## config.mk

```make
export PLATFORM = sky130hd
export DESIGN_NAME = fluxo_dados
export DESIGN_NICKNAME = d
export VERILOG_FILES = /design/src/rtl/fluxo_dados_pkg.sv /design/src/rtl/fluxo_dados_edge_detector.sv /design/src/rtl/fluxo_dados.sv
export SDC_FILE = /design/constraint.sdc
export NUM_CORES = 1
export LEC_CHECK = 0
export ABC_AREA = 1
export BUFFER_PORTS_ARGS = -buffer_cell sky130_fd_sc_hd__clkbuf_2
export CORE_MARGIN = 5
export CORE_UTILIZATION = 50
export DETAILED_ROUTE_END_ITERATION = 6
export GPL_TIMING_DRIVEN = 0
export PLACE_DENSITY = 0.81
export SYNTH_ARGS = -nofsm -noshare
export SYNTH_HDL_FRONTEND = slang
export SYNTH_HIERARCHICAL = 1
export SYNTH_SLANG_ARGS = --single-unit
```

## constraint.sdc

```tcl
create_clock -name clock -period 2 [get_ports clock]
set_input_delay 0.1 -clock clock [delete_from_list [all_inputs] [get_ports clock]]
set_output_delay 0.1 -clock clock [all_outputs]
set_load 0.01 [all_outputs]
```

## src/rtl/fluxo_dados_pkg.sv

```systemverilog
// Shared definitions for the game datapath and its control unit:
// default widths, the fixed move sequence and the debug state codes.
package fluxo_dados_pkg;

  localparam int DEF_ADDR_W = 4;
  localparam int DEF_DATA_W = 4;

  // Sequence the player must reproduce, one one-hot button per position
  localparam logic [DEF_DATA_W-1:0] ROM_SEQ [16] = '{
    4'b0001, 4'b0010, 4'b0100, 4'b1000,
    4'b0100, 4'b0010, 4'b0001, 4'b0001,
    4'b0010, 4'b0010, 4'b0100, 4'b0100,
    4'b1000, 4'b1000, 4'b0001, 4'b0100
  };

  // Control unit state codes as shown on the debug display
  typedef enum logic [3:0] {
    ST_INICIAL  = 4'h0,
    ST_PREPARA  = 4'h1,
    ST_ESPERA   = 4'h2,
    ST_REGISTRA = 4'h3,
    ST_COMPARA  = 4'h4,
    ST_PROXIMO  = 4'h5,
    ST_ACERTOU  = 4'hA,
    ST_ERROU    = 4'hE
  } estado_dbg_t;

endpackage

```

## src/rtl/fluxo_dados_edge_detector.sv

```systemverilog
// Rising-edge detector: pulso is high for exactly one cycle after sinal rises.
module edge_detector (
  input  logic reset,
  input  logic clock,
  input  logic sinal,
  output logic pulso
);

  logic sinal_prev;

  always_ff @(posedge clock or posedge reset) begin
    if (reset) sinal_prev <= 1'b0;
    else       sinal_prev <= sinal;
  end

  // History clears on reset, so a button held through reset still yields a pulse
  assign pulso = sinal & ~sinal_prev;

endmodule

```

## src/rtl/fluxo_dados.sv

```systemverilog
// Game datapath: position counter, sequence ROM, move register, comparator
// and button-press detector feeding status back to the control unit.
module fluxo_dados
  import fluxo_dados_pkg::*;
#(
  parameter int ADDR_W = DEF_ADDR_W,
  parameter int DATA_W = DEF_DATA_W
) (
  input  logic              clock,
  input  logic              reset,
  input  logic              zeraC,
  input  logic              contaC,
  input  logic              zeraR,
  input  logic              registraR,
  input  logic [DATA_W-1:0] chaves,
  output logic              fim,
  output logic              igual,
  output logic              jogada,
  output logic              db_tem_jogada,
  output logic [ADDR_W-1:0] db_contagem,
  output logic [DATA_W-1:0] db_memoria,
  output logic [DATA_W-1:0] db_jogada
);

  logic [ADDR_W-1:0] contagem;
  logic [DATA_W-1:0] registro;
  logic [DATA_W-1:0] palavra;

  always_ff @(posedge clock or posedge reset) begin
    if (reset)       contagem <= '0;
    else if (zeraC)  contagem <= '0;
    else if (contaC) contagem <= contagem + 1'b1;
  end

  always_ff @(posedge clock or posedge reset) begin
    if (reset)          registro <= '0;
    else if (zeraR)     registro <= '0;
    else if (registraR) registro <= chaves;
  end

  assign palavra = ROM_SEQ[contagem];

  assign fim           = &contagem;
  assign igual         = (registro == palavra);
  assign db_tem_jogada = |chaves;
  assign db_contagem   = contagem;
  assign db_memoria    = palavra;
  assign db_jogada     = registro;

  edge_detector u_detector (
    .reset (reset),
    .clock (clock),
    .sinal (db_tem_jogada),
    .pulso (jogada)
  );

endmodule

```

After elaboration in Yosys (flattened, before gate mapping)
Memory sizes are Yosys's and may differ from the RTL's.
Cells that the tools add are included.
{"block": "word_totals", "wordCells": 20, "reg_bits": 9, "latch_bits": 0, "romBits": 64, "mem_count": 1, "output_inout_bits": 16, "mem_bits_rw": 0}
{"block": "op_classes", "bitwise": 3, "n_div": 0, "magnitude_cmp": 1, "n_addsub": 1, "multipliers": 0, "n_mux": 6, "shift": 0, "n_eq_ne": 1, "reduce_logical": 4}
{"name": "(name not given)", "words": 16, "width": 4, "rd": 1, "rd_ports_with_merged_regs": 0, "write_ports": 0, "line_no": "fluxo_dados.sv:41", "rtl": "assign palavra = ROM_SEQ[contagem];"}
{"operator": "$mux W4", "count": 6}
{"operator": "$ge A5 B5 Y1 const B", "count": 1}
{"operator": "$not A4 Y5", "count": 1}
{"operator": "$add A4 B1 Y4 const B", "count": 1}
{"operator": "$eq A4 B4 Y1", "count": 1}
{"operator": "$reduce_and A4 Y1", "count": 1}
{"operator": "$reduce_bool A2 Y1", "count": 2}
{"operator": "$reduce_or A4 Y1", "count": 1}
{"operator": "$and A1 B1 Y1", "count": 1}
{"operator": "$not A1 Y1", "count": 1}

Depth between registers and ports, before layout
{"block": "logic_depth", "depth_word": 5, "depth_mapped": 9, "ltp_nobuf": 9}

Cells and area by module
Netlist, hierarchy kept.
{"module": "fluxo_dados", "cells_per_inst": 87, "n_inst": 1, "area_each_um2": 638.1}
{"module": "edge_detector", "cells_per_inst": 4, "n_inst": 1, "area_each_um2": 38.8}

Least setup slack after synthesis
Ideal clock, no wire load.
{"block": "synth_timing", "path_kind": "register -> output", "from": "register contagem[1], in the netlist db_contagem[1]", "to": "output igual", "setup_slack_ns": 0.576, "required_ns": 1.900, "arrival_ns": 1.324, "path_stages_with_launch": 10, "path_buffers": 0, "cell_sequence": "dfrtp_1 inv_1 ha_1 nand2_4 nand2_2 nand2_2 nand2_2 nand2_1 nand3_1 nor2_1"}
{"block": "synth_between", "elab_chain_len": 5}
{"element": "start: declaration", "line_no": "fluxo_dados.sv:25", "rtl": "logic [ADDR_W-1:0] contagem;"}
{"element": "start signal: assignment", "line_no": "fluxo_dados.sv:32", "rtl": "else if (contaC) contagem <= contagem + 1'b1;"}
{"element": "$not A4 Y5 (implied by the code)", "line_no": "fluxo_dados.sv:41"}
{"element": "$mem_v2 Z16 W4"}
{"element": "$mux W4 (implied by the code) (2 in a row)", "line_no": "fluxo_dados.sv:41"}
{"element": "via db_memoria[0]", "line_no": "fluxo_dados.sv:21", "rtl": "output logic [DATA_W-1:0] db_memoria,"}
{"element": "$eq A4 B4 Y1", "line_no": "fluxo_dados.sv:44", "rtl": "assign igual = (registro == palavra);"}
{"element": "end: declaration", "line_no": "fluxo_dados.sv:17", "rtl": "output logic igual,"}
The timed path passes the listed nets, and every way through them passes these cells. The select of a mux whose other input is x is not followed.

Worst setup path after layout
{"block": "layout_timing", "from": "register contagem[1], in the netlist db_contagem[1]", "to": "output igual"}
{"block": "layout_between", "elab_chain_len": 5}
{"element": "$not A4 Y5 (implied by the code)", "line_no": "fluxo_dados.sv:41"}
{"element": "$mem_v2 Z16 W4"}
{"element": "$mux W4 (implied by the code) (2 in a row)", "line_no": "fluxo_dados.sv:41"}
{"element": "$eq A4 B4 Y1", "line_no": "fluxo_dados.sv:44"}
Every way passes these cells. The select of a mux whose other input is x is not followed.

==> results.rst <==
.. list-table::
   :header-rows: 1

   * - Metric
     - Value
   * - Status
     - finished clean
   * - Number of different library cells in the post-synthesis netlist
     - 20
   * - Total power divided by cell area
     - ~560 mW/mm^2
   * - Total leakage power
     - 0.5025 nW
   * - Combined area of all synthesized cells
     - about 680 sq um
   * - Initial antenna violation count
     - 0
   * - Normalized max-slew margin
     - 81.36%
   * - Initial core utilization
     - 52.68%
   * - Clock network power share
     - 28.7%
   * - Number of nets in the final layout
     - approximately 140
   * - CTS tree
     - built
   * - Total routing usage reported by global routing
     - ~16%
   * - Ys async rst share
     - 100.0%
   * - Share of the yosys chip area belonging to registers
     - 33.27%
   * - Total vias in the final route
     - 672
   * - Setup slack after placement
     - 491.1 ps
   * - WP data arrival
     - around 1700 ps
   * - Reg power frac
     - 41.8%
   * - Drt via density
     - 4.941
   * - Achievable frequency
     - 561.1 MHz
   * - Kind of end point of the critical path
     - primary output
   * - Average wire per cell in the routed design
     - around 12 um
   * - Number of DRC markers after the initial detailed-route iteration
     - 24
   * - I/O pin count
     - 26
   * - Total half-perimeter wirelength after legalization and detailed placement
     - 1344 um
   * - Power spent charging and discharging nets
     - 0.0001550 W
   * - Worst Tran Pin Value
     - ~280 ps
   * - Largest delay contributor family on the critical path
     - flip-flops
   * - I/O Buffers
     - 25
   * - Worst path slowest cell
     - sky130_fd_sc_hd__dfrtp_1
   * - Number of enable-type register cells in the synthesized netlist
     - 0
   * - Global-route wire length before repair
     - 2497 um
   * - DRC
     - 0
   * - Core utilization of the finished layout
     - about two thirds
   * - Setup repair after global routing missed its margin
     - false
   * - Die X-Extent
     - 46.80 um
   * - Pin count of the biggest net entering global routing
     - 10
   * - Maximum clock path buffer count
     - 2
   * - Core footprint
     - ~0.0013 sq mm
   * - Overflow after GRT
     - 0
   * - Post-Route Setup TNS
     - 0 ps
   * - Top FF cell, synth
     - sky130_fd_sc_hd__dfrtp_1
   * - Proportion of netlist area held by the largest area contributor
     - 33.27%
   * - Number of storage elements in the synthesis netlist
     - 9
   * - Clock edge transition at the registers on the reported setup and hold paths
     - 60 ps
   * - # Max-Cap Violations
     - 0
   * - Buffers and inverters on the worst path
     - 2
   * - Routed wire length
     - 1589 um
   * - Inserted Diodes
     - 0
   * - Share of the clock period used by the worst path after layout
     - 89.11%
   * - Largest stage delay on the critical path
     - 430 ps
   * - Final weighted congestion in routability-driven placement
     - roughly 0.83
   * - Most numerous cell types in the synthesized netlist
     - sky130_fd_sc_hd__inv_1, sky130_fd_sc_hd__nand2_1, sky130_fd_sc_hd__nand3_1
   * - Leading post-synthesis cells by cell area
     - sky130_fd_sc_hd__dfrtp_1, sky130_fd_sc_hd__ha_1, sky130_fd_sc_hd__inv_1, sky130_fd_sc_hd__nand3_1, sky130_fd_sc_hd__nand2_1
   * - Hold violation total from the final report
     - 0
   * - Setup clock skew after layout
     - approximately 9 ps
   * - Comb pwr share
     - 29.5%
   * - Average size of a mapped cell
     - ~7.4 sq um
   * - List of cells traversed by the critical path
     - inv_1 > ha_1 > nand2_4 > nand2_2 > nand2_2 > nand3_1 > nand3_1 > nor2_1 > clkbuf_2
   * - Final setup fails
     - 0
   * - Net count after synthesis
     - 107
   * - Category of the critical setup timing path
     - reg2out
   * - Count of nets left with antenna violations after detail routing
     - 0
   * - CTS Sinks
     - 9
   * - Peak ir drop on the vdd network
     - 0.0004222 V
   * - Number of buffers created by CTS
     - 3
   * - Die Height
     - 46.80 um
   * - Critical Path Fanout Max
     - 7
   * - Crit path required time
     - around 1900 ps
   * - First-pass iteration count of the detailed router
     - 6
   * - Via count of the first global-routing pass
     - 604
   * - Total power
     - roughly 0.00048 W
   * - Row count
     - 13
   * - Clock Tree Root
     - sky130_fd_sc_hd__clkbuf_4
   * - Sw Share
     - 32.14%
   * - P&R area growth vs syn
     - 26.62%
   * - Max Slew Vio Count
     - 0
   * - Worst Slack Setup Final
     - between 200 and 250 ps
   * - Type of origin of the critical path
     - register
   * - Area enclosed by the die boundary
     - 0.002190 sq mm
   * - Yosys synthesis warning count
     - 6
   * - Mapped Cells
     - between 90 and 100
   * - Fraction of final layout cells sized beyond drive strength 1
     - 33.88%
   * - Skew-Pair Late Insertion Delay
     - 260 ps
   * - Worst hold path class
     - in2reg
   * - Most frequent cell after synthesis
     - sky130_fd_sc_hd__inv_1
   * - Maximum level of the CTS H-tree
     - 1
   * - Post-synthesis cell type with the largest combined area
     - sky130_fd_sc_hd__dfrtp_1
   * - Design internal power
     - 0.0003272 W
   * - Minimum period implied by the final worst setup slack
     - 1782 ps
   * - PostCTS Resize Cnt
     - 0
## cells in the final DEF, fill, tap and decap left out, drive strengths merged, types with 2 or more instances in the layout
master  synthesis  routed
or2             2       2
clkbuf          0      29
a21oi           2       2
inv            21      21
nand3          12      12
buf             2       2
a211oi          2       2
o22ai           4       4
ha              6       6
dfrtp           9       9
nor2            5       5
nand2          22      22
o21ai           2       2
## area by class of cell
type / count / area [sq um]
buffer: 2 / 22.52
clock buffer: 4 / 26.28
fill: 104 / 427.9
inverter: 21 / 83.83
multi-input combinational: 59 / 345.3
sequential: 9 / 225.2
tap: 15 / 18.77
timing repair buffer: 26 / 135.1
## through the flow
stage	instance area, sq um	std cells	hold slack (ps)
2_1_floorplan	676.9	91	-171.3
4_1_cts	857.1	136	37.82
6_report	857.1	136	38.15
5_1_grt	857.1	136	40.77
3_5_place_dp	820.8	131	-69.49
3_3_place_gp	820.8	131	-71.93
## logic make-up (layout without fill, tap and decap cells)
| family | after synthesis | count (layout) | share of synthesized area (%) |
|---|---|---|---|
| compound gates | 10 | 10 | 8.871 |
| flops | 9 | 9 | 33.27 |
| fa+ha+maj | 6 | 6 | 11.09 |
| buf+inv | 23 | 53 | 15.71 |
| simple gates | 43 | 43 | 31.05 |
## routing by layer
metal / wire (um) / track usage (%) / share of wire, % / vias up
met1: 661 / 19.05 / 42 / 305
met5: 0 / 0 / 0 / -
met4: 0 / 1.657 / 0 / 0
met2: 807 / 28.18 / 51 / 19
met3: 120 / 6.130 / 7.6 / 0
li1: - / - / - / 348
## registers in the layout (all words and copies together), names as in the netlist
name and cells:
db_jogada 4, u_detector/sinal_prev 1, db_contagem 4
## power groups by stage
stage	sequential [W]	clock, W	combinational, W
6_report	0.000202	0.000138	0.000142
4_1_cts	0.000202	0.000140	0.000143
5_1_grt	0.000204	0.000153	0.000161
3_5_place_dp	0.000205	0	0.000141
3_3_place_gp	0.000204	0	0.000137
2_1_floorplan	0.000208	0	0.0000883
## worst paths after layout
| check | start | endpoint | slack [ps] | depth (start not counted) |
|---|---|---|---|---|
| max reg2reg | db_contagem[0]$_DFFE_PP0P_ | db_contagem[2]$_DFFE_PP0P_ | 700 | 3 |
| min reg2reg | db_jogada[2]$_DFFE_PP0P_ | db_jogada[2]$_DFFE_PP0P_ | 590 | 2 |
| min in group asynchronous | reset | u_detector/sinal_prev$_DFF_PP0_ | 220 | 3 |
| max | db_contagem[1]$_DFFE_PP0P_ | igual | 220 | 9 |
| min | zeraC | db_contagem[2]$_DFFE_PP0P_ | 40 | 2 |
| max in group asynchronous | reset | db_contagem[1]$_DFFE_PP0P_ | 1460 | 3 |
## repair_timing
action	4_1_cts	5_1_grt
hold buffers	1	0
endpoints found under the hold margin	9	0
buffers inserted	0	0
endpoints found under the setup margin	0	0
(Power assumes the default switching activity.)
